`src/rtl/edge_delay_meter.sv`:
```
`default_nettype none
// ============================================================================
// Module   : edge_delay_meter
// Purpose  : Measures the round-trip delay of an external delay element.
//            A start request raises launch; the number of clk cycles until
//            the rising edge of echo is seen is captured into delay_cnt.
//            If no edge arrives within TIMEOUT cycles of waiting, the
//            measurement aborts and delay_cnt is loaded with all ones.
// Revision : 1.0 - initial release
// ----------------------------------------------------------------------------
// Parameters
//   CNT_W      width of the delay counter and of delay_cnt
//   TIMEOUT    WAIT cycles before abort, legal range 1 .. 2^CNT_W-2
// Ports
//   clk        single clock, rising edge
//   rst        asynchronous active-high reset
//   start      measurement request, sampled every cycle
//   echo       signal returned from the delay element under test
//   launch     registered drive into the delay element under test
//   busy       high whenever the FSM is not IDLE
//   done       one-cycle pulse when a delay is captured
//   timeout    one-cycle pulse when a measurement aborts
//   delay_cnt  last measured delay in clk cycles
// Build option
//   EDGE_DELAY_SYNC_EN  when defined, echo passes through a two-flop
//                       synchroniser, adding 2 cycles to every captured count
// ============================================================================
module edge_delay_meter #(
  parameter int CNT_W   = 8,
  parameter int TIMEOUT = 200
) (
  input  logic             clk,
  input  logic             rst,
  input  logic             start,
  input  logic             echo,
  output logic             launch,
  output logic             busy,
  output logic             done,
  output logic             timeout,
  output logic [CNT_W-1:0] delay_cnt
);

  // Last counter value examined in WAIT before the abort fires.
  localparam logic [CNT_W-1:0] CNT_LAST = CNT_W'(TIMEOUT - 1);

  typedef enum logic [1:0] {
    IDLE  = 2'd0,
    WAIT  = 2'd1,
    DRAIN = 2'd2
  } state_t;

  state_t           state;
  state_t           state_nx;
  logic [CNT_W-1:0] cnt;
  logic [CNT_W-1:0] cnt_nx;
  logic [CNT_W-1:0] delay_nx;
  logic             launch_nx;
  logic             done_nx;
  logic             timeout_nx;

  logic             echo_s;
  logic             echo_p;
  logic             edge_seen;

  // --------------------------------------------------------------------------
  // Echo sampling
  // --------------------------------------------------------------------------
`ifdef EDGE_DELAY_SYNC_EN
  logic [1:0] sync_q;

  always_ff @(posedge clk or posedge rst) begin
    if (rst) begin
      sync_q <= '0;
    end else begin
      sync_q <= {sync_q[0], echo};
    end
  end

  assign echo_s = sync_q[1];
`else
  // Echo is assumed already synchronous to clk; used as-is.
  assign echo_s = echo;
`endif

  always_ff @(posedge clk or posedge rst) begin
    if (rst) begin
      echo_p <= 1'b0;
    end else begin
      echo_p <= echo_s;
    end
  end

  assign edge_seen = echo_s & ~echo_p;

  // --------------------------------------------------------------------------
  // State and output registers
  // --------------------------------------------------------------------------
  always_ff @(posedge clk or posedge rst) begin
    if (rst) begin
      state     <= IDLE;
      cnt       <= '0;
      delay_cnt <= '0;
      launch    <= 1'b0;
      done      <= 1'b0;
      timeout   <= 1'b0;
    end else begin
      state     <= state_nx;
      cnt       <= cnt_nx;
      delay_cnt <= delay_nx;
      launch    <= launch_nx;
      done      <= done_nx;
      timeout   <= timeout_nx;
    end
  end

  // --------------------------------------------------------------------------
  // Next-state and next-output logic
  // --------------------------------------------------------------------------
  always_comb begin
    state_nx   = state;
    cnt_nx     = cnt;
    delay_nx   = delay_cnt;
    launch_nx  = launch;
    done_nx    = 1'b0;
    timeout_nx = 1'b0;

    case (state)
      IDLE: begin
        launch_nx = 1'b0;
        // A start while echo is still high would make the first edge
        // ambiguous, so it is dropped rather than queued.
        if (start && !echo_s) begin
          state_nx  = WAIT;
          cnt_nx    = '0;
          launch_nx = 1'b1;
        end
      end

      WAIT: begin
        // Edge takes priority over the abort when both land together.
        if (edge_seen) begin
          delay_nx  = cnt;
          done_nx   = 1'b1;
          launch_nx = 1'b0;
          state_nx  = DRAIN;
        end else if (cnt == CNT_LAST) begin
          delay_nx   = '1;
          timeout_nx = 1'b1;
          launch_nx  = 1'b0;
          state_nx   = DRAIN;
        end else begin
          // Bounded by CNT_LAST, so the counter cannot wrap.
          cnt_nx = cnt + 1'b1;
        end
      end

      DRAIN: begin
        // Wait for echo to fall so the next measurement starts from low.
        launch_nx = 1'b0;
        if (!echo_s) begin
          state_nx = IDLE;
        end
      end

      default: begin
        state_nx  = IDLE;
        launch_nx = 1'b0;
      end
    endcase
  end

  assign busy = (state != IDLE);

endmodule
`default_nettype wire

```
`config.mk`:
```
export PLATFORM = sky130hd
export DESIGN_NAME = edge_delay_meter
export DESIGN_NICKNAME = d
export VERILOG_FILES = /design/src/rtl/edge_delay_meter.sv
export SDC_FILE = /design/constraint.sdc
export NUM_CORES = 1
export LEC_CHECK = 0
export CELL_PAD_IN_SITES_DETAIL_PLACEMENT = 0
export CELL_PAD_IN_SITES_GLOBAL_PLACEMENT = 1
export CORE_ASPECT_RATIO = 0.9
export CORE_MARGIN = 2
export CORE_UTILIZATION = 36
export DETAILED_ROUTE_END_ITERATION = 8
export PLACE_DENSITY_LB_ADDON = 0.1
export SLEW_MARGIN = 20
export SYNTH_ARGS = -nofsm -noshare
export SYNTH_HDL_FRONTEND = slang
export SYNTH_SLANG_ARGS = --single-unit
```
`constraint.sdc`:
```
create_clock -name clk -period 1.6 [get_ports clk]
set_input_delay 0.16 -clock clk [delete_from_list [all_inputs] [get_ports clk]]
set_output_delay 0.16 -clock clk [all_outputs]
set_load 0.005 [all_outputs]
```
==> results of run 1 <==
cells in the final DEF, fill, tap and decap left out, types with 2 or more instances in the layout:
| cell type | synthesis | routed |
|---|---|---|
| buf_4 | 0 | 21 |
| o21ai_0 | 3 | 3 |
| a22o_1 | 2 | 2 |
| clkdlybuf4s50_1 | 0 | 14 |
| nor3_1 | 4 | 4 |
| a21o_1 | 2 | 2 |
| o22a_1 | 10 | 10 |
| nand3_1 | 2 | 2 |
| clkbuf_4 | 0 | 3 |
| nor2_1 | 2 | 2 |
| inv_1 | 4 | 4 |
| nand2_1 | 6 | 5 |
| nand2b_1 | 2 | 2 |
| dfrtp_1 | 22 | 22 |
layout make-up:
class                   count  share of cell area, %
multi-input cells          55                   32.4
repair buffers             36                   21.8
well taps                  28                   2.50
clock buffers               4                   2.58
inverters                   5                   1.52
flip-flops and latches     22                   39.2
cell usage after synthesis:
| cell type | n |
|---|---|
| or4b_1 | 1 |
| o21ai_0 | 3 |
| xnor2_1 | 1 |
| and3_1 | 1 |
| or2_2 | 1 |
| nand2b_1 | 2 |
| nand3_2 | 1 |
| a211oi_1 | 1 |
| nor2_1 | 2 |
| a31oi_4 | 1 |
| nand4_1 | 1 |
| and4b_1 | 1 |
| nor3b_1 | 1 |
| inv_1 | 4 |
| or3_1 | 1 |
| nand3_1 | 2 |
| dfrtp_1 | 22 |
| a21oi_2 | 1 |
| a221o_1 | 1 |
| a211o_1 | 1 |
| and2b_2 | 1 |
| a31o_2 | 1 |
| nor2_2 | 1 |
| a22o_1 | 2 |
| ha_1 | 1 |
| clkbuf_1 | 2 |
| nand2_1 | 6 |
| a21o_1 | 2 |
| clkinv_1 | 1 |
| nor3_1 | 4 |
| mux2_2 | 1 |
| nor4b_1 | 1 |
| o22a_1 | 10 |
| or2b_2 | 1 |
worst max-delay path by stage:
stage                     slack [ns]  endpoint     start  depth (start not counted)
after floorplan                 0.09    cnt[7]    cnt[0]                          5
after global placement         -0.09    cnt[7]      echo                          5
after detailed placement       -0.10    cnt[7]      echo                          5
after CTS                    -0.0005    cnt[7]  state[0]                          5
after global routing          -0.009    cnt[7]  state[0]                          5
final                        -0.0003    cnt[7]  state[0]                          5
stage by stage:
stage                     area [µm²]  hold slack, ns  setup WS (ns)  util (%)
after detailed placement        1290           0.466         -0.105      51.4
after CTS                       1340           0.175      -0.000505      53.3
final                           1400           0.172      -0.000266      55.9
after global placement          1290           0.459        -0.0940      51.4
after floorplan                  977           0.149         0.0925         -
after global routing            1400           0.209       -0.00851      55.9
registers in the layout (all words and copies together), names as in the netlist:
| name | cells |
|---|---|
| cnt | 8 |
| launch | 1 |
| done | 1 |
| timeout | 1 |
| state | 2 |
| echo_p | 1 |
| delay_cnt | 8 |
worst max-delay path, stage by stage, from the launching register on:
cell     delay [ns]
dfrtp_1        0.40
buf_4          0.13
or4b_4         0.49
inv_4          0.09
a31oi_4        0.05
a221o_1        0.34
metal layers:
| layer | routed length [µm] | vias up |
|---|---|---|
| li1 | - | 389 |
| met1 | 1100 | 398 |
| met2 | 946 | 15 |
| met3 | 91 | 2 |
| met4 | 17 | 0 |
| met5 | 0 | - |
power by group:
part / leakage (µW) / switching (µW) / internal (µW) / total (µW)
Clock: 0.0000210 / 168 / 139 / 307
Sequential: 0.000278 / 94.7 / 725 / 820
Combinational: 0.000337 / 356 / 571 / 927
kinds of logic after synthesis:
kind of cell / count (synthesis)
adder cells (fa/ha/maj): 1
flip-flops: 22
AO/OA/AOI/OAI: 23
AND/OR/NAND/NOR: 28
XOR/XNOR: 1
buffers and inverters: 7
multiplexers: 1
what timing repair did:
item	CTS	global route
pin swaps	0	4
resized for setup	3	9
setup buffers	1	2
endpoints found under the setup margin	1	6
gates cloned	0	1
==> summary.txt, run 1 <==
STA
  • # setup viols final: 1
  • Shortest period the worst path allows: 1.60 ns
  • Max-slew violations: 0
  • Final WS setup: -0.000266 ns
  • Final hold violations: 0
  • RSZ-0062 raised after global routing: true
  • Fmax: 625 MHz
  • Slew margin rel.: 80.8%
  • Worst Tran Pin Value: 0.288 ns
  • Final cycle utilization of the critical path: 100%
  • TNS Setup: -0.000266 ns
  • Clock skew: 0.00763 ns

Global route
  • Met2 Use GR: 22.4%
  • GR peak layer: met1
  • Tot GR Track Use: between 15 and 20%
  • Met1 Usage GRT: around 23%
  • First-pass GRT wire length: 3660 µm
  • Grt met3 use: 5.62%
  • Vias in the first global route: 763
  • Largest net degree at the start of global routing: 23
  • Remaining global-route overflow: 0
  • Initial antenna violation count: 0

Die
  • Die height: 53.4 µm
  • Initial core utilization: 38.9%
  • Core area: 2510 µm²
  • Full die area: 3150 µm²
  • Row count: 17
  • Die X: ~59 µm
  • # IOs: 16

Pwr
  • Worst vdd ir: 0.818 mV
  • P_leak: 0.000636 µW
  • Cell Pwr Density: 1460 nW/µm²
  • Power Total: 2050 µW

Run status
  • Outcome: finished with violations
  • Failing checks: setup timing

Worst setup path
  • Crit Reg-Reg Startpoint: state[0]
  • Maximum fanout along the worst path: 5
  • CP required: 1.80 ns
  • Arr. time, crit path: 1.80 ns
  • Crit path capture type: flip-flop
  • CP startpoint kind: flip-flop
  • RR Endpoint: cnt[7]
  • Setup CP Type: reg2reg
  • FF-to-FF setup slack: -0.0003 ns
  • Reg2reg path depth: 5

Yosys
  • Xor-xnor portion of the synthesized cell area: 0.896%
  • Largest area contributor in the netlist: dfrtp_1
  • Mapped cell area: 977 µm²
  • Combinational family with the most area after synthesis: compound AO/OA/AOI/OAI gates
  • Post-Synth Adder-Cell Area: 1.28%
  • Unique cell type count in the Yosys netlist: 34
  • Syn avg cell area: about 12 µm²
  • Synthesis Warnings: 0
  • Post-Synthesis Net Count: 88
  • Post-Synth Simple-Gate Area: 17.2%
  • Syn Inst Count: 83
  • Post-synth top area share: 56.3%
  • Post-synthesis compound-gate area fraction: approximately a fifth
  • #FFs+latches synth: 22
  • Mux contribution to synthesized area: 1.15%
  • Top post-synthesis cells by area: dfrtp_1, o22a_1, nand2_1, a31oi_4, nor3_1
  • Register area share after synthesis: 56.3%

Finish
  • FF+latch area: 551 µm²
  • Fillers: 237
  • Finished Layout Cells: 150
  • Multi-input combinational cell area: 454 µm²
  • Layout cells sized above 1: 33.6%
  • Syn-to-layout area delta: 43.7%
  • Final net count: 128
  • # diodes: 0

CTS
  • Num CTS Buffers: 3
  • TritonCTS clock tree: done
  • Worst-skew pair later-pin latency: 0.31 ns
  • Clock Sinks: 22
  • Clock Pin Slew Worst Setup and Hold Paths: 0.12 ns
  • # hold bufs at CTS: 0
  • Clk root buf: clkbuf_4
  • CTS Buffer Depth: 2
  • H-tree Lvls: 1

Place
  • DPL Wire Length: 1520 µm
  • DP Cell Count: 142
  • IO Port Bufs: 15
  • GPL Wtd Cong: 0.775

Routing
  • Pre-antenna DRT Iters: 4
  • Starting DRC count in detailed routing: 31
  • Drt wl/cell: ~14 µm
  • DRC: 0
  • Final WL: 2160 µm
  • Vias: about 800
  • Detail Route Antenna Nets: 0
  • Vias per cell: 5.36

Run
  • Max Cap Viol: 0

Worst hold path
  • Worst hold path class: in2async
Power figures use the tool's default switching activity.
==> run 2, diff against run 1 <==
--- a/config.mk
+++ b/config.mk
@@ -10,6 +10,7 @@
 export CORE_ASPECT_RATIO = 0.9
 export CORE_MARGIN = 2
 export CORE_UTILIZATION = 36
+export CTS_BUF_LIST = sky130_fd_sc_hd__clkbuf_16
 export DETAILED_ROUTE_END_ITERATION = 8
 export PLACE_DENSITY_LB_ADDON = 0.1
 export SLEW_MARGIN = 20
==> run 2 against run 1 <==
  * The flow now finishes without violations
  * Non-clock buffer count is 3 lower
  * Clock-buffer cell count is 1 lower
  * Clock skew is 0.0056 ns lower
  * Cell area is 1.7% lower
  * Critical path type unchanged
  * Largest cell class unchanged
==> summary.txt, run 2 (synthesized netlist as in run 1, its figures left out) <==
Routing
  • Vias per cell: 5.23 (-2.4%)
  • Starting DRC count in detailed routing: 15 (-52%)
  • Final WL: 2100 µm (-2.6%)
  • Pre-antenna DRT Iters: 4 (unchanged)
  • Drt wl/cell: 14.4 µm (+0.12%)
  • Detail Route Antenna Nets: 0 (unchanged)
  • DRC: 0 (unchanged)
  • Vias: 764 (-5.0%)

Finish
  • Commonest non-fill, non-tap cell in the layout: dfrtp_1
  • Layout cells sized above 1: 27.1% (-6.5 points)
  • Syn-to-layout area delta: 41.2%
  • # diodes: 0 (unchanged)
  • Biggest registers after layout: cnt: 8 flops, delay_cnt: 8 flops, state: 2 flops
  • Most frequent cells in the layout: dfrtp_1, buf_4, clkdlybuf4s50_1, o22a_1, nand2_1
  • Final net count: 124 (-3.1%)
  • Fillers: 235 (-0.84%)

CTS
  • Clock Pin Slew Worst Setup and Hold Paths: 0.06 ns (-0.06 ns)
  • Num CTS Buffers: 3 (unchanged)
  • H-tree Lvls: 1 (unchanged)
  • Clock Sinks: 22 (unchanged)
  • # hold bufs at CTS: 0 (unchanged)
  • CTS Buffer Depth: 2 (unchanged)
  • Clk root buf: clkbuf_16
  • Worst-skew pair later-pin latency: 0.25 ns (-0.06 ns)
  • Postcts setup bufs: 0 (-1)
  • TritonCTS clock tree: done

Global route
  • Vias in the first global route: 769 (+0.79%)
  • Remaining global-route overflow: 0 (unchanged)
  • Tot GR Track Use: 15.6% (-0.36 points)
  • First-pass GRT wire length: 3630 µm (-0.93%)
  • Initial antenna violation count: 0 (unchanged)
  • Largest net degree at the start of global routing: 23 (unchanged)

STA
  • Final hold slack: 0.252 ns (+0.0791 ns)
  • Max-slew violations: 0 (unchanged)
  • RSZ-0062 raised after global routing: true
  • Final cycle utilization of the critical path: 97.5% (-2.5 points)
  • Fmax: 641 MHz (+2.6%)
  • # setup viols final: 0 (-1)
  • Worst Tran Pin Value: 0.311 ns (+0.0229 ns)
  • Clock skew: 0.00205 ns (-0.00557 ns)
  • Final hold violations: 0 (unchanged)
  • Slew margin rel.: 79.3% (-1.5 points)
  • Shortest period the worst path allows: 1.56 ns (-0.0399 ns)

Worst hold path
  • Worst hold path class: in2async

Die
  • Die height: 53.4 µm (unchanged)
  • Core area: 2510 µm² (unchanged)
  • Full die area: 3150 µm² (unchanged)
  • Row count: 17 (unchanged)
  • Die X: 58.9 µm (unchanged)
  • Initial core utilization: 38.9% (unchanged)
  • # IOs: 16 (unchanged)

Worst setup path
  • CP required: 1.73 ns (-0.07 ns)
  • Crit path capture type: flip-flop
  • Arr. time, crit path: 1.70 ns (-0.10 ns)
  • Maximum fanout along the worst path: 5 (unchanged)
  • Setup CP Type: reg2reg
  • CP startpoint kind: flip-flop

Pwr
  • Cell Pwr Density: 1600 nW/µm² (+9.2%)
  • Clock power frac: 23.5% (+8.5 points)
  • Power Total: 2200 µW (+7.3%)
  • Sw Ratio: 27.7% (-2.4 points)
  • P_leak: 0.000633 µW (-0.48%)
  • Worst vdd ir: 0.600 mV (-27%)
  • Net load switching power: 611 µW (-1.3%)
  • Internal power: 1590 µW (+11%)
  • Sequential Power Share: 37.2% (-2.7 points)
  • Combinational power share: 39.2% (-5.9 points)

Run status
  • Outcome: finished, final reports clean

Run
  • Max Cap Viol: 0 (unchanged)

Place
  • IO Port Bufs: 15 (unchanged)
  • DPL Wire Length: 1520 µm (unchanged)
  • GPL Wtd Cong: 0.775 (unchanged)
## run 2: cell count changes in the layout (fill, tap and decap cells not counted), moves of 2 or more
cell | before | now
clkbuf_4 | 3 | 0
buf_4 | 21 | 18
clkbuf_16 | 0 | 3
clkinv_1 | 0 | 2
## run 2: worst paths after layout
| check | startpoint | end | slack (ns) | cells after the start |
|---|---|---|---|---|
| worst max-delay path | cnt[0] | cnt[7] | 0.04 | 5 |
| worst min-delay path | rst | delay_cnt[3] | 0.25 | 3 |
| max in group asynchronous | rst | state[1] | 1.13 | 3 |
| worst max register to register | cnt[0] | cnt[7] | 0.04 | 5 |
| min in group clk | launch | launch | 0.47 | 1 |
| worst min register to register | launch | launch | 0.47 | 1 |
## run 2: routing by layer
| metal | global-route usage [%] | part of all wire (%) | vias up |
|---|---|---|---|
| li1 | - | - | 378 |
| met1 | 22.3 | 50 | 369 |
| met2 | 23.0 | 45 | 15 |
| met3 | 4.65 | 4.3 | 2 |
| met4 | 3.79 | 0.43 | 0 |
| met5 | 0 | 0 | - |
## run 2: power groups by stage
| stage | clock network (µW) | registers (µW) | logic [µW] |
|---|---|---|---|
| 2_1_floorplan | 0 | 849 | 374 |
| 3_3_place_gp | 0 | 826 | 863 |
| 3_5_place_dp | 0 | 831 | 868 |
| 4_1_cts | 537 | 822 | 862 |
| 5_1_grt | 557 | 852 | 944 |
| 6_report | 519 | 821 | 864 |
## run 2: layout make-up
| type | instances | area, µm² | share of cell area [%] |
|---|---|---|---|
| clock buffers | 3 | 75.1 | 5.44 |
| clock inverters | 1 | 3.75 | 0.272 |
| inverters | 5 | 18.8 | 1.36 |
| multi-input cells | 54 | 413 | 29.9 |
| flip-flops and latches | 22 | 551 | 39.9 |
| well taps | 28 | 35.0 | 2.54 |
| repair buffers | 33 | 284 | 20.6 |
## run 2: per-stage QoR
stage	worst slack [ns]	instance area, µm²	utilization (%)	std cells	setup TNS [ns]
2_1_floorplan	0.0925	977	-	83	0
3_3_place_gp	-0.0940	1290	51.4	142	-0.820
3_5_place_dp	-0.105	1290	51.4	142	-0.972
4_1_cts	0.0244	1370	54.5	146	0
5_1_grt	-0.0318	1380	55.0	146	-0.0901
6_report	0.0397	1380	55.0	146	0
## run 2: worst max-delay path, cell delays in order, from the launching register on
cell and delay (ns):
dfrtp_1 0.35, ha_1 0.18, and4b_1 0.24, and3_2 0.29, nor2_4 0.07, a221o_1 0.31
## run 2: timing repair
action | CTS | global route
resized for setup | 1 | 3
cloned | 0 | 0
endpoints found under the setup margin | 1 | 5
